<file path="config.mk">
export PLATFORM = sky130hd
export DESIGN_NAME = rtc_bus_master
export DESIGN_NICKNAME = d
export VERILOG_FILES = /design/src/rtl/rtc_bus_pkg.sv /design/src/rtl/rtc_bus_master_timer.sv /design/src/rtl/rtc_bus_master.sv
export SDC_FILE = /design/constraint.sdc
export NUM_CORES = 1
export LEC_CHECK = 0
export BUFFER_PORTS_ARGS = -buffer_cell sky130_fd_sc_hd__buf_2
export CAP_MARGIN = 10
export CORE_MARGIN = 2
export CORE_UTILIZATION = 30
export DETAILED_ROUTE_END_ITERATION = 16
export RECOVER_POWER = 50
export SYNTH_ARGS = -nofsm -noshare
export SYNTH_HDL_FRONTEND = slang
export SYNTH_SLANG_ARGS = --single-unit
export TNS_END_PERCENT = 100
</file>
<file path="constraint.sdc">
create_clock -name clk -period 6.25 [get_ports clk]
set_input_delay 0.9375 -clock clk [delete_from_list [all_inputs] [get_ports clk]]
set_output_delay 0.9375 -clock clk [all_outputs]
set_load 0.02 [all_outputs]
</file>
<file path="src/rtl/rtc_bus_pkg.sv">
// rtc_bus_pkg: shared definitions for the RTC bus master.
//   - state_t          : bus sequencer states
//   - AD_ADDR / AD_DATA: levels of the ad phase indicator
//   - T_*_DEF          : default phase lengths in clock cycles
//   - max4 / cnt_width : helpers that size the phase counter from the T_* values
package rtc_bus_pkg;

  typedef enum logic [2:0] {
    S_IDLE,
    S_A_SU,
    S_A_WR,
    S_A_H,
    S_D_SU,
    S_D_STB,
    S_D_H,
    S_REC
  } state_t;

  localparam logic AD_ADDR = 1'b0;
  localparam logic AD_DATA = 1'b1;

  localparam int T_SU_DEF  = 2;
  localparam int T_PW_DEF  = 4;
  localparam int T_H_DEF   = 2;
  localparam int T_REC_DEF = 3;

  function automatic int max4(input int a, input int b, input int c, input int d);
    int m;
    m = a;
    if (b > m) m = b;
    if (c > m) m = c;
    if (d > m) m = d;
    return m;
  endfunction

  // The counter holds (phase length - 1), so a longest phase of 1 still needs one bit.
  function automatic int cnt_width(input int max_t);
    return (max_t > 1) ? $clog2(max_t) : 1;
  endfunction

endpackage

</file>
<file path="src/rtl/rtc_bus_master_timer.sv">
// rtc_phase_timer: phase down-counter for the RTC bus master.
//   clk      : system clock
//   rst      : synchronous reset, active-low
//   load     : load load_val this cycle (state entry)
//   load_val : phase length - 1
//   zero     : counter is 0, i.e. the current cycle is the last of the phase
module rtc_phase_timer #(
  parameter int W = 2
) (
  input  logic         clk,
  input  logic         rst,
  input  logic         load,
  input  logic [W-1:0] load_val,
  output logic         zero
);

  logic [W-1:0] count;

  // NOTE: sequential state is written with non-blocking assignments only, so every
  // register sees the pre-edge value of every other register.
  always_ff @(posedge clk) begin
    if (!rst)
      count <= '0;
    else if (load)
      count <= load_val;
    else if (count != '0)
      count <= count - W'(1);
  end

  assign zero = (count == '0);

endmodule

</file>
<file path="src/rtl/rtc_bus_master.sv">
// rtc_bus_master: Intel-style multiplexed address/data RTC bus sequencer with
// programmable phase timing and burst transfers (address auto-increment).
//   clk, rst                    : clock, synchronous active-low reset
//   req/ready/busy              : request handshake (accepted in IDLE only)
//   rw, start_addr, len         : request descriptor, sampled with req
//   wdata, wdata_ack            : write word source and its one-cycle pop
//   rdata, rdata_valid          : last read word and its one-cycle strobe
//   done                        : one-cycle pulse at the end of a request
//   cs_n, wr_n, rd_n, ad        : bus strobes and address/data phase flag
//   ad_out, ad_oe, ad_in        : pad drive value, drive enable, sampled value
// All outputs are registered; they are decoded from the next state so they line
// up with the state they describe.
module rtc_bus_master
  import rtc_bus_pkg::*;
#(
  parameter int DATA_W    = 8,
  parameter int MAX_BURST = 16,
  parameter int LEN_W     = $clog2(MAX_BURST + 1),
  parameter int T_SU      = T_SU_DEF,
  parameter int T_PW      = T_PW_DEF,
  parameter int T_H       = T_H_DEF,
  parameter int T_REC     = T_REC_DEF
) (
  input  logic              clk,
  input  logic              rst,
  input  logic              req,
  output logic              ready,
  input  logic              rw,
  input  logic [DATA_W-1:0] start_addr,
  input  logic [LEN_W-1:0]  len,
  input  logic [DATA_W-1:0] wdata,
  output logic              wdata_ack,
  output logic [DATA_W-1:0] rdata,
  output logic              rdata_valid,
  output logic              done,
  output logic              busy,
  output logic              cs_n,
  output logic              wr_n,
  output logic              rd_n,
  output logic              ad,
  output logic [DATA_W-1:0] ad_out,
  output logic              ad_oe,
  input  logic [DATA_W-1:0] ad_in
);

  localparam int CNT_W = cnt_width(max4(T_SU, T_PW, T_H, T_REC));

  localparam logic [CNT_W-1:0] LD_SU  = CNT_W'(T_SU - 1);
  localparam logic [CNT_W-1:0] LD_PW  = CNT_W'(T_PW - 1);
  localparam logic [CNT_W-1:0] LD_H   = CNT_W'(T_H - 1);
  localparam logic [CNT_W-1:0] LD_REC = CNT_W'(T_REC - 1);

  state_t             state, state_nxt;
  logic [DATA_W-1:0]  addr, addr_nxt;
  logic [DATA_W-1:0]  data_reg, data_nxt;
  logic [LEN_W-1:0]   remaining;
  logic               rw_q;
  logic               t_zero, t_load;
  logic [CNT_W-1:0]   t_val;
  logic               accept, word_end, wr_pop;

  assign accept   = (state == S_IDLE) && req;
  assign word_end = (state == S_REC) && t_zero;
  assign wr_pop   = (state == S_A_H) && t_zero && !rw_q;

  // NOTE: every combinational output gets a default first, so no path leaves it
  // unassigned and no latch is inferred.
  always_comb begin
    state_nxt = state;
    case (state)
      S_IDLE:  if (req && len != '0) state_nxt = S_A_SU;
      S_A_SU:  if (t_zero) state_nxt = S_A_WR;
      S_A_WR:  if (t_zero) state_nxt = S_A_H;
      S_A_H:   if (t_zero) state_nxt = S_D_SU;
      S_D_SU:  if (t_zero) state_nxt = S_D_STB;
      S_D_STB: if (t_zero) state_nxt = S_D_H;
      S_D_H:   if (t_zero) state_nxt = S_REC;
      S_REC:   if (t_zero) state_nxt = (remaining == LEN_W'(1)) ? S_IDLE : S_A_SU;
      default: state_nxt = S_IDLE;
    endcase
  end

  always_comb begin
    addr_nxt = addr;
    if (accept)
      addr_nxt = start_addr;
    else if (word_end)
      addr_nxt = addr + DATA_W'(1);
  end

  always_comb begin
    data_nxt = data_reg;
    if (wr_pop) data_nxt = wdata;
  end

  // Every transition enters a different state, so a state change is exactly a phase entry.
  assign t_load = (state_nxt != state);

  always_comb begin
    t_val = '0;
    case (state_nxt)
      S_A_SU, S_D_SU:  t_val = LD_SU;
      S_A_WR, S_D_STB: t_val = LD_PW;
      S_A_H, S_D_H:    t_val = LD_H;
      S_REC:           t_val = LD_REC;
      default:         t_val = '0;
    endcase
  end

  rtc_phase_timer #(.W(CNT_W)) u_timer (
    .clk      (clk),
    .rst      (rst),
    .load     (t_load),
    .load_val (t_val),
    .zero     (t_zero)
  );

  always_ff @(posedge clk) begin
    if (!rst) begin
      state       <= S_IDLE;
      ready       <= 1'b1;
      cs_n        <= 1'b1;
      wr_n        <= 1'b1;
      rd_n        <= 1'b1;
      ad          <= AD_DATA;
      ad_oe       <= 1'b0;
      ad_out      <= '0;
      rdata       <= '0;
      rdata_valid <= 1'b0;
      wdata_ack   <= 1'b0;
      done        <= 1'b0;
      addr        <= '0;
      data_reg    <= '0;
      remaining   <= '0;
      rw_q        <= 1'b0;
    end else begin
      state       <= state_nxt;
      ready       <= (state_nxt == S_IDLE);
      addr        <= addr_nxt;
      data_reg    <= data_nxt;
      wdata_ack   <= wr_pop;
      rdata_valid <= 1'b0;
      done        <= 1'b0;

      if (accept) begin
        rw_q      <= rw;
        remaining <= len;
        if (len == '0) done <= 1'b1;
      end

      // ad_in is taken on the last strobe cycle; rdata appears the cycle after.
      if (state == S_D_STB && t_zero && rw_q) begin
        rdata       <= ad_in;
        rdata_valid <= 1'b1;
      end

      if (word_end) begin
        remaining <= remaining - LEN_W'(1);
        if (remaining == LEN_W'(1)) done <= 1'b1;
      end

      case (state_nxt)
        S_A_SU, S_A_WR, S_A_H: begin
          cs_n   <= 1'b0;
          wr_n   <= (state_nxt != S_A_WR);
          rd_n   <= 1'b1;
          ad     <= AD_ADDR;
          ad_oe  <= 1'b1;
          ad_out <= addr_nxt;
        end
        S_D_SU, S_D_STB, S_D_H: begin
          cs_n  <= 1'b0;
          wr_n  <= !(state_nxt == S_D_STB && !rw_q);
          rd_n  <= !(state_nxt == S_D_STB && rw_q);
          ad    <= AD_DATA;
          ad_oe <= !rw_q;
          if (!rw_q) ad_out <= data_nxt;
        end
        default: begin
          cs_n  <= 1'b1;
          wr_n  <= 1'b1;
          rd_n  <= 1'b1;
          ad    <= AD_DATA;
          ad_oe <= 1'b0;
        end
      endcase
    end
  end

  assign busy = ~ready;

endmodule

</file>
# After elaboration in Yosys (flattened, before gate mapping)
# Index checks and enable logic that the tools add are counted.
# word_totals
register_bits	52
inputBits	33
out_inout_bits	26
elab_cells	96
# op_classes
addsub	3
n_eq_ne	18
mux	29
bitwise_logic	1
reduce_logical	28
# ops
operator	count
$mux 8	4
$eq 3x3->1 const B	8
$mux 3	8
$pmux 3 s8	1
$pmux 8 s2	1
$eq 3x2->1 const B	4
$mux 5	2
$logic_and 1x1->1	9
$add 8x1->8 const B	1
$mux 1	8
$reduce_bool 2->1	4
$eq 3x1->1 const B	2
$logic_not 3->1	2
$pmux 2 s3	1
$reduce_or 3->1	2
$reduce_or 6->1	1
$eq 5x1->1 const B	1
$logic_not 5->1	1
$reduce_bool 5->1	1
$sub 5x1->5 const B	1
$mux 2	2
$pmux 1 s2	2
$reduce_and 2->1	2
$reduce_or 4->1	1
8 further kinds	10

# Logic depth before layout (Yosys ltp)
# Gate-level depths: netlist of the first run.
# depth
word_depth	8
mapped_depth	8
ltp_nobuf	8

# Modules after synthesis
# Synthesis of the first run repeated with hierarchy kept, for this count alone.
# unflattened
hier_cells	274
area_unflattened_um2	2454.9
# modules_own_cells
module	instances	cells_each	area_each_um2	seq_area_each_um2
rtc_bus_master	1	261	2331.0	1001.0
rtc_phase_timer	1	13	123.9	40.0

# Worst setup path after synthesis of the first run
# Ideal clock, no wire load.
# synth_timing
path_kind	input to register
start	input len[0]
end	register ad_out[1]
setup_ns	0.117
arrival_ns	2.199
t_required_ns	6.133
setup_slack_ns	3.934
cell_stages	6
path_buffers	0
cell_sequence	or4_1 > o21ai_1 > a21oi_1 > nand2_1 > inv_2 > a32o_1
# synth_via
elab_chain_len	8
elab_cells_between_ends	16
classes_between	eq/ne: 7; mux: 3; reduce/logical: 6
# synth_lines
item	line_no	text
start, declared	rtc_bus_master.sv:30	input logic [LEN_W-1:0] len,
$reduce_bool 5->1 (*)	rtc_bus_master.sv:71	S_IDLE: if (req && len != '0) state_nxt = S_A_SU;
$logic_and 1x1->1 (*)	rtc_bus_master.sv:71	
$mux 3 (*)	rtc_bus_master.sv:71	
$pmux 3 s8 (*)	rtc_bus_master.sv:70	case (state)
$eq 3x3->1 (tied with other cells)	rtc_bus_master.sv:162	case (state_nxt)
$reduce_or 3->1	rtc_bus_master.sv:162	
$ne 2x2->1 (no source line) / $reduce_bool 2->1 (equally long branches)	--	
$reduce_and 2->1 (no source line)	--	
end signal, assigned	rtc_bus_master.sv:169	ad_out <= addr_nxt;
end signal, assigned	rtc_bus_master.sv:177	if (!rw_q) ad_out <= data_nxt;
end, declared	rtc_bus_master.sv:41	output logic [DATA_W-1:0] ad_out,
# Every way passes the cells marked *; elsewhere a longest branch is shown, timed or not.
# A chain may end at the register's enable or synchronous reset.

==> flow_metrics.env, run 1 <==
export IMPL_min_to="ad_out[2]"
export IMPL_setup_viol=0
export IMPL_h_tree_depth=2
export IMPL_finalMaxSlewViolations=0
export IMPL_cts_tree="yes"
export IMPL_wl_mm=5.77
export IMPL_wire_per_inst_microns=13.8
export IMPL_drt_antenna_violating_nets=0
export IMPL_synth_compound_area_share_pct=17.6
export IMPL_rows=32
export IMPL_start_util_pct=30.6
export IMPL_peakVddDrop_v=0.000120
export IMPL_worstHoldStart="ad_out[2]"
export IMPL_start_kind="input port"
export IMPL_ioPinCount=59
export IMPL_first_pass_iters=4
export IMPL_synthSimpleGateAreaFrac_pct=20.7
export IMPL_overflow=0
export IMPL_n_antenna_cell=0
export IMPL_critPathRequiredTime_ns=6.51
export IMPL_die_width_microns=92.6
export IMPL_r2r_cells=7
export IMPL_dr_first_iter_drc_count=130
export IMPL_ctsRootBufferMaster="clkbuf_8"
export IMPL_clock_skew_final_ns=0.00522
export IMPL_final_common_cell="dfxtp_1"
export IMPL_avgSynthCellArea_sq_um=8.89
export IMPL_postCtsResizedCells=0
export IMPL_dp_cells=410
export IMPL_synth_top_family_by_area="simple AND/OR/NAND/NOR gates"
export IMPL_muxShareOfSynthArea_pct=9.03
export IMPL_post_cts_setup_buffers=0
export IMPL_die_height_microns=92.6
export IMPL_ff_latch_area_sq_um=1040
export IMPL_maxCapViolCount=0
export IMPL_yosys_register_bits=52
export IMPL_hold_viol_final=0
export IMPL_period_share_pct=48.0
export IMPL_drcViolationCount=0
export IMPL_r2r_start="u_timer.count[0]"
export IMPL_holdCritPathClass="flop to flop"
export IMPL_layout_setup_ws_ns=3.25
export IMPL_most_common_layout_cells="52 x dfxtp_1, 33 x nor2_1, 31 x buf_2, 27 x clkbuf_1, 26 x nand2_1"
export IMPL_r2r_end="ad_out[6]"
export IMPL_yosys_area_share_adder_pct=2.12
export IMPL_rsz0062_at_grt="false"
export IMPL_hold_depth=1
export IMPL_cts_max_path_buffers=2
export IMPL_reg2reg_slack_ns=3.51
export IMPL_insertion_delay_ns=0.31
export IMPL_grtUsageTotal_pct=14.2
export IMPL_crit_fanout=34
export IMPL_synth_xor_area_share_pct=1.86
export IMPL_areaGrowthSynthToFinish_pct=18.3
export IMPL_ys_warn_count=0
export IMPL_coreArea_sq_um=7690
export IMPL_die_area_sq_um=8580
export IMPL_first_global_vias=1971
export IMPL_synthCells=265
export IMPL_p_leak_nw=1.10
export IMPL_netlist_area_sq_um=2360
export IMPL_cp_arrival_ns=3.26
export IMPL_fmax_mhz=333
export IMPL_grt_max_degree=35
export IMPL_yosys_cell_types_count=51
export IMPL_postLayoutCoreUtil_pct=36.3
export IMPL_worst_pin_slew_ns=1.14
export IMPL_powerDensity_nw_per_um2=375
export IMPL_tns_ns=0
export IMPL_gp_congestion=0.773
export IMPL_synth_largest_area_cell="dfxtp_1"
export IMPL_drive_above_1_share_pct=15.5
export IMPL_synth_top_area_share_pct=44.2
export IMPL_dp_hpwl_mm=4.11
export IMPL_fin_crit_ns=3.00
export IMPL_vias=2043
export IMPL_cts_hold_buf=0
export IMPL_finalHoldWorstSlack_ns=0.486
export IMPL_numCtsBuffers=5
export IMPL_vias_per_cell=4.89
export IMPL_seq_area_frac_synth_pct=44.2
export IMPL_preCtsSetupSlack_ns=3.05
export IMPL_status="complete, no violations"
export IMPL_synth_ff_type="dfxtp_1"
export IMPL_clkSinkCount=52
export IMPL_synth_nets=302
export IMPL_nNetsFinal=352
export IMPL_antenna_found_initial=0
export IMPL_synth_edf_count=0
export IMPL_n_fill_cell=818
export IMPL_multi_input_area_sq_um=1210
export IMPL_ys_top_cells_by_area="dfxtp_1 44%, mux2i_1 8.1%, nor2_1 5.3%"
export IMPL_endpoint_kind="flop"
export IMPL_relSlewSlack_pct=23.6
export IMPL_port_buffers=58
export IMPL_stdcell_count=418
export IMPL_async_flop_share_pct=0
export IMPL_worstSetupPathType="input port to flop"
export IMPL_clk_pin_slew_ns=0.10
export IMPL_grt_first_pass_wirelength_mm=9.61
-- stage by stage --
stage	area (sq um)	power, mW
4_1_cts	2820	1.06
3_3_place_gp	2710	0.819
2_1_floorplan	2360	0.727
5_1_grt	2790	1.13
6_report	2790	1.05
3_5_place_dp	2710	0.826
-- Yosys cell counts, types with 3 or more instances --
| library cell | number |
|---|---|
| a211oi_1 | 5 |
| a21oi_1 | 7 |
| a31oi_1 | 5 |
| a32o_1 | 5 |
| buf_2 | 5 |
| clkbuf_1 | 9 |
| dfxtp_1 | 52 |
| ha_1 | 4 |
| inv_1 | 8 |
| mux2i_1 | 19 |
| nand2_1 | 26 |
| nand2b_1 | 3 |
| nand3_1 | 6 |
| nand4_1 | 4 |
| nor2_1 | 33 |
| nor3_1 | 8 |
| o211ai_1 | 5 |
| o21ai_0 | 14 |
| xor2_1 | 3 |
-- layer usage --
layer  wire length (microns)  global-route usage (%)  share of wire (%)  vias to the layer above
met1                    2580                    18.4                 45                      942
met5                       0                       0                  0                        -
met3                     333                    3.58                5.8                        4
met4                      48                    5.15               0.83                        0
li1                        -                       -                  -                     1049
met2                    2810                    22.9                 49                       48
-- report_power, final --
part	switching, mW	internal [mW]
Clock	0.117	0.119
Combinational	0.214	0.135
Sequential	0.0665	0.394
-- layout make-up --
type                            count  area share (%)
Multi-Input combinational cell    188            43.5
Clock buffer                        5            2.47
Tap cell                          102            4.58
Sequential cell                    52            37.3
Clock inverter                      3            1.53
Timing Repair Buffer               58            9.20
Inverter                           10            1.35
-- worst max-delay path: stages --
cell      delay (ns)
clkbuf_1        0.29
clkinv_1        0.89
a21oi_1         0.60
nand2_1         0.18
inv_2           0.17
a32o_1          0.18
-- cell families after synthesis --
group	after synthesis
XOR/XNOR	5
AO/OA/AOI/OAI	58
flip-flops	52
adder cells (fa/ha/maj)	4
multiplexers	21
buffers and inverters	25
AND/OR/NAND/NOR	100
-- how the worst max path moves through the flow --
| stage | from | to | cells past startpoint |
|---|---|---|---|
| after global placement | rst | ad_out[5] | 6 |
| after detailed placement | rst | ad_out[6] | 6 |
| after global routing | rst | ad_out[3] | 6 |
| final | rst | ad_out[6] | 6 |
| after CTS | rst | ad_out[6] | 6 |
| after floorplan | len[0] | ad_out[1] | 6 |
No activity file was read; power rests on OpenSTA's default activity.
==> inputs of run 2 (changes only) <==
Clock period 6.25 ns to 2.85 ns, I/O delays scaled along.
==> run 2 against run 1 <==
Cell area grew 0.94%. Power increased by 110%. Sequential share of layout area is 0.35 points lower. Sequential cell count unchanged. Wire length decreased by 0.95%. Non-clock buffer count grew 7. Global-route usage down 0.22 points. Hold slack lost 0.15 ns. Via count grew 3.8%. Sequential power is 110% higher. Core utilization grew 0.34 points. Cell count grew 1.7%. Highest routed layer unchanged.
==> flow_metrics.env, run 2 (synthesis gave the netlist of run 1 again) <==
export IMPL_clk_pin_slew_ns=0.10
export IMPL_grtUsageTotal_pct=14.0
export IMPL_min_to="rdata[7]"
export IMPL_peakVddDrop_v=0.000221
export IMPL_period_share_pct=84.5
export IMPL_port_buffers=58
export IMPL_holdCritPathClass="input port to flop"
export IMPL_die_height_microns=92.6
export IMPL_wire_per_inst_microns=13.4
export IMPL_dp_hpwl_mm=4.16
export IMPL_dpl_cell_area_sq_um=2760
export IMPL_cts_tree="yes"
export IMPL_drive_above_1_share_pct=17.0
export IMPL_most_common_layout_cells="52 x dfxtp_1, 33 x nor2_1, 32 x buf_2, 28 x clkbuf_1, 26 x nand2_1"
export IMPL_relSlewSlack_pct=57.6
export IMPL_fin_crit_ns=2.41
export IMPL_worst_pin_slew_ns=0.633
export IMPL_finalPower_mw=2.24
export IMPL_final_common_cell="dfxtp_1"
export IMPL_clock_skew_final_ns=0.0121
export IMPL_wl_mm=5.72
export IMPL_cts_max_path_buffers=2
export IMPL_die_width_microns=92.6
export IMPL_worstHoldStart="ad_in[7]"
export IMPL_post_cts_setup_buffers=0
export IMPL_overflow=0
export IMPL_powerDensity_nw_per_um2=796
export IMPL_reg2reg_slack_ns=0.44
export IMPL_crit_fanout=16
export IMPL_tns_ns=0
export IMPL_n_antenna_cell=0
export IMPL_grt_max_degree=34
export IMPL_areaGrowthSynthToFinish_pct=19.4
export IMPL_coreArea_sq_um=7690
export IMPL_first_global_vias=1984
export IMPL_antenna_found_initial=0
export IMPL_finalMaxSlewViolations=0
export IMPL_n_fill_cell=852
export IMPL_p_leak_nw=1.12
export IMPL_ioPinCount=59
export IMPL_power_frac_comb_pct=36.3
export IMPL_endpoint_kind="flop"
export IMPL_critPathRequiredTime_ns=3.07
export IMPL_nNetsFinal=359
export IMPL_dr_first_iter_drc_count=120
export IMPL_numCtsBuffers=5
export IMPL_vias=2120
export IMPL_grtUsageMet1_pct=18.3
export IMPL_rsz0062_at_grt="false"
export IMPL_fin_area_sq_um=2810
export IMPL_use_met2_pct=22.9
export IMPL_busiest_layer="met2"
export IMPL_rows=32
export IMPL_r2r_end="ad_out[2]"
export IMPL_start_kind="flop"
export IMPL_fmax_mhz=415
export IMPL_r2r_cells=7
export IMPL_r2r_start="u_timer.count[0]"
export IMPL_postLayoutCoreUtil_pct=36.6
export IMPL_hold_viol_final=0
export IMPL_hold_depth=3
export IMPL_die_area_sq_um=8580
export IMPL_ctsRootBufferMaster="clkbuf_8"
export IMPL_first_pass_iters=4
export IMPL_maxCapViolCount=0
export IMPL_start_util_pct=30.6
export IMPL_cts_hold_buf=0
export IMPL_met3_usage_pct=2.93
export IMPL_gp_congestion=0.837
export IMPL_clkSinkCount=52
export IMPL_status="complete, no violations"
export IMPL_internal_power_mw=1.36
export IMPL_vias_per_cell=4.99
export IMPL_drcViolationCount=0
export IMPL_drt_antenna_violating_nets=0
export IMPL_seqPwrFrac_pct=44.1
export IMPL_power_switching_share_pct=39.4
export IMPL_p_sw_uw=882
export IMPL_worstSetupPathType="flop to flop"
export IMPL_cp_arrival_ns=2.63
export IMPL_pwr_share_clk_pct=19.6
export IMPL_grt_first_pass_wirelength_mm=9.49
export IMPL_postCtsResizedCells=0
export IMPL_insertion_delay_ns=0.31
export IMPL_h_tree_depth=2
export IMPL_setup_viol=0
[run 2: final cells by class]
class	count	area [sq um]	area share [%]
clock inverters	3	22.5	0.800
repair buffers	65	303	10.8
clock buffers	5	68.8	2.45
multi-input cells	188	1210	43.1
flip-flops and latches	52	1040	37.0
well taps	102	128	4.54
inverters	10	37.5	1.33
[run 2: worst max path at each step]
stage | start | end | slack (ns) | depth (start not counted)
5_1_grt | u_timer.count[0] | ad_out[0] | 0.25 | 7
3_5_place_dp | u_timer.count[0] | ad_out[2] | 0.44 | 7
3_3_place_gp | u_timer.count[0] | ad_out[1] | 0.55 | 7
6_report | u_timer.count[0] | ad_out[2] | 0.44 | 7
2_1_floorplan | u_timer.count[0] | ad_out[1] | 0.89 | 8
4_1_cts | u_timer.count[0] | ad_out[2] | 0.44 | 7
[run 2: stage by stage]
| step | hold slack, ns | worst slack, ns | instances |
|---|---|---|---|
| finish | 0.334 | 0.443 | 425 |
| detailed placement | 0.453 | 0.444 | 417 |
| global route | 0.343 | 0.250 | 425 |
| floorplan | 0.455 | 0.891 | 265 |
| CTS | 0.330 | 0.436 | 425 |
| global placement | 0.455 | 0.552 | 417 |
[run 2: power by group through the flow]
stage | Clock [mW] | Combinational, mW | Sequential (mW)
2_1_floorplan | 0 | 0.563 | 1.03
3_3_place_gp | 0 | 0.827 | 1.00
3_5_place_dp | 0 | 0.838 | 1.00
4_1_cts | 0.455 | 0.842 | 0.986
5_1_grt | 0.487 | 0.914 | 1.01
6_report | 0.440 | 0.812 | 0.988
[run 2: per-layer routing]
layer  vias up  part of all wire, %
met5         -                    0
met4         0                  1.1
met3         6                  6.8
met2        66                   48
met1       982                   44
li1       1066                    -
[run 2: worst max-delay path: stages (launching register included)]
cell and delay [ns]:
dfxtp_1 0.35, inv_1 0.06, ha_1 0.46, nand4b_1 0.29, nor2_2 0.51, mux2i_1 0.31, nand2_1 0.08, a32o_1 0.26
==> inputs of run 3 (changes only) <==
Clock period 2.85 ns to 2 ns, I/O delays scaled along.
==> run 3 against run 2 <==
Power grew 59%. Via count grew 2.7%. Wire length grew 4.8%. Sequential cell count is the same. First-iteration DRC count grew 15%. Cell area grew 9.8%. Global-route usage grew 0.45 points. Die area is the same. Clock power grew 70%. Largest power group is now combinational logic. Highest routed layer unchanged.
==> flow_metrics.env, run 3 (synthesis gave the netlist of run 1 again) <==
export IMPL_worstSetupPathType="flop to flop"
export IMPL_ioPinCount=59
export IMPL_layout_setup_ws_ns=0.0897
export IMPL_peakVddDrop_v=0.000380
export IMPL_die_area_sq_um=8580
export IMPL_wl_mm=5.99
export IMPL_fin_area_sq_um=3090
export IMPL_nNetsFinal=379
export IMPL_relSlewSlack_pct=59.2
export IMPL_fmax_mhz=523
export IMPL_critPathRequiredTime_ns=2.21
export IMPL_h_tree_depth=2
export IMPL_hold_viol_final=0
export IMPL_wire_per_inst_microns=13.5
export IMPL_period_share_pct=95.5
export IMPL_vias=2177
export IMPL_first_global_vias=2134
export IMPL_worst_pin_slew_ns=0.607
export IMPL_start_util_pct=30.6
export IMPL_antenna_found_initial=0
export IMPL_holdCritPathClass="input port to flop"
export IMPL_grtUsageMet1_pct=17.5
export IMPL_grt_first_pass_wirelength_mm=10.0
export IMPL_dp_hpwl_mm=4.44
export IMPL_finalMaxSlewViolations=0
export IMPL_overflow=0
export IMPL_clock_skew_final_ns=0.00690
export IMPL_p_leak_nw=1.25
export IMPL_cts_max_path_buffers=2
export IMPL_use_met2_pct=25.4
export IMPL_met3_usage_pct=2.93
export IMPL_fin_crit_ns=1.91
export IMPL_start_kind="flop"
export IMPL_die_height_microns=92.6
export IMPL_rows=32
export IMPL_endpoint_kind="flop"
export IMPL_most_common_layout_cells="50 x dfxtp_1, 33 x nor2_1, 33 x buf_2, 26 x buf_4"
export IMPL_rsz0062_at_grt="true"
export IMPL_gp_congestion=0.823
export IMPL_stdcell_count=445
export IMPL_insertion_delay_ns=0.31
export IMPL_dp_cells=435
export IMPL_n_antenna_cell=0
export IMPL_first_pass_iters=4
export IMPL_drt_antenna_violating_nets=0
export IMPL_final_common_cell="dfxtp_1"
export IMPL_coreArea_sq_um=7690
export IMPL_n_fill_cell=818
export IMPL_finalPower_mw=3.55
export IMPL_port_buffers=58
export IMPL_powerDensity_nw_per_um2=1150
export IMPL_setup_viol=0
export IMPL_startpoint="remaining[1]"
export IMPL_worstHoldStart="ad_in[7]"
export IMPL_dr_first_iter_drc_count=138
export IMPL_busiest_layer="met2"
export IMPL_clk_pin_slew_ns=0.10
export IMPL_crit_fanout=5
export IMPL_r2r_start="remaining[1]"
export IMPL_grt_max_degree=25
export IMPL_vias_per_cell=4.89
export IMPL_tns_ns=0
export IMPL_die_width_microns=92.6
export IMPL_grtUsageTotal_pct=14.4
export IMPL_drcViolationCount=0
export IMPL_areaGrowthSynthToFinish_pct=31.1
export IMPL_maxCapViolCount=0
export IMPL_status="complete, no violations"
export IMPL_drive_above_1_share_pct=27.7
export IMPL_cts_hold_buf=0
export IMPL_cts_tree="yes"
export IMPL_clkSinkCount=52
export IMPL_dpl_cell_area_sq_um=2910
export IMPL_cp_arrival_ns=2.12
export IMPL_preCtsSetupSlack_ns=-0.000344
export IMPL_numCtsBuffers=5
export IMPL_ctsRootBufferMaster="clkbuf_8"
==> run 3: changes by cell type in the layout (fill, tap and decap cells not counted), sizes merged <==
| cell | before | now |
|---|---|---|
| buf | 37 | 60 |
| clkbuf | 33 | 30 |
| bufinv | 0 | 1 |
| inv | 10 | 9 |
==> run 3: worst max-delay path, stage by stage (launching register included) <==
cell and delay (ns):
dfxtp_2 0.34, inv_2 0.06, ha_1 0.13, or4b_4 0.50, a311o_1 0.36, buf_4 0.15, a221oi_2 0.22, nor2_1 0.06
==> run 3: timing repair <==
| item | CTS | global route |
|---|---|---|
| resized for setup | 0 | 21 |
| gates cloned | 0 | 0 |
| hold endpoints to repair | 0 | 0 |
| endpoints found under the setup margin | 2 | 10 |
| pin swaps | 3 | 4 |
| buffers inserted | 1 | 1 |
==> run 3: power breakdown <==
group          switching, mW  total (mW)  internal, mW
Sequential             0.149        1.38          1.23
Combinational          0.808        1.42         0.613
Clock                  0.371       0.749         0.377
==> run 3: metal layers <==
metal	vias up	share of wire, %
met2	53	48
met4	0	1.3
met3	7	4.7
met5	-	0
li1	1101	-
met1	1016	46
==> run 3: layout make-up <==
| type | count | area (sq um) | area share, % |
|---|---|---|---|
| Clock inverter | 3 | 47.5 | 1.54 |
| Tap cell | 102 | 128 | 4.13 |
| Multi-Input combinational cell | 188 | 1290 | 41.7 |
| Inverter | 10 | 40.0 | 1.30 |
| Sequential cell | 52 | 1040 | 33.8 |
| Clock buffer | 5 | 68.8 | 2.23 |
| Timing Repair Buffer | 85 | 474 | 15.4 |
==> run 3: per-stage QoR <==
stage / hold WS (ns) / utilization (%)
CTS: 0.206 / 39.5
floorplan: 0.376 / -
detailed placement: 0.462 / 37.9
global route: 0.212 / 40.2
global placement: 0.462 / 37.9
finish: 0.211 / 40.2
==> run 3: worst paths after layout <==
check / to / slack [ns] / cells after the start
hold / removal: rdata[7] / 0.21 / 3
hold reg to reg: ad_out[2] / 0.49 / 1
setup / recovery: u_timer.count[0] / 0.09 / 7
setup reg to reg: u_timer.count[0] / 0.09 / 7
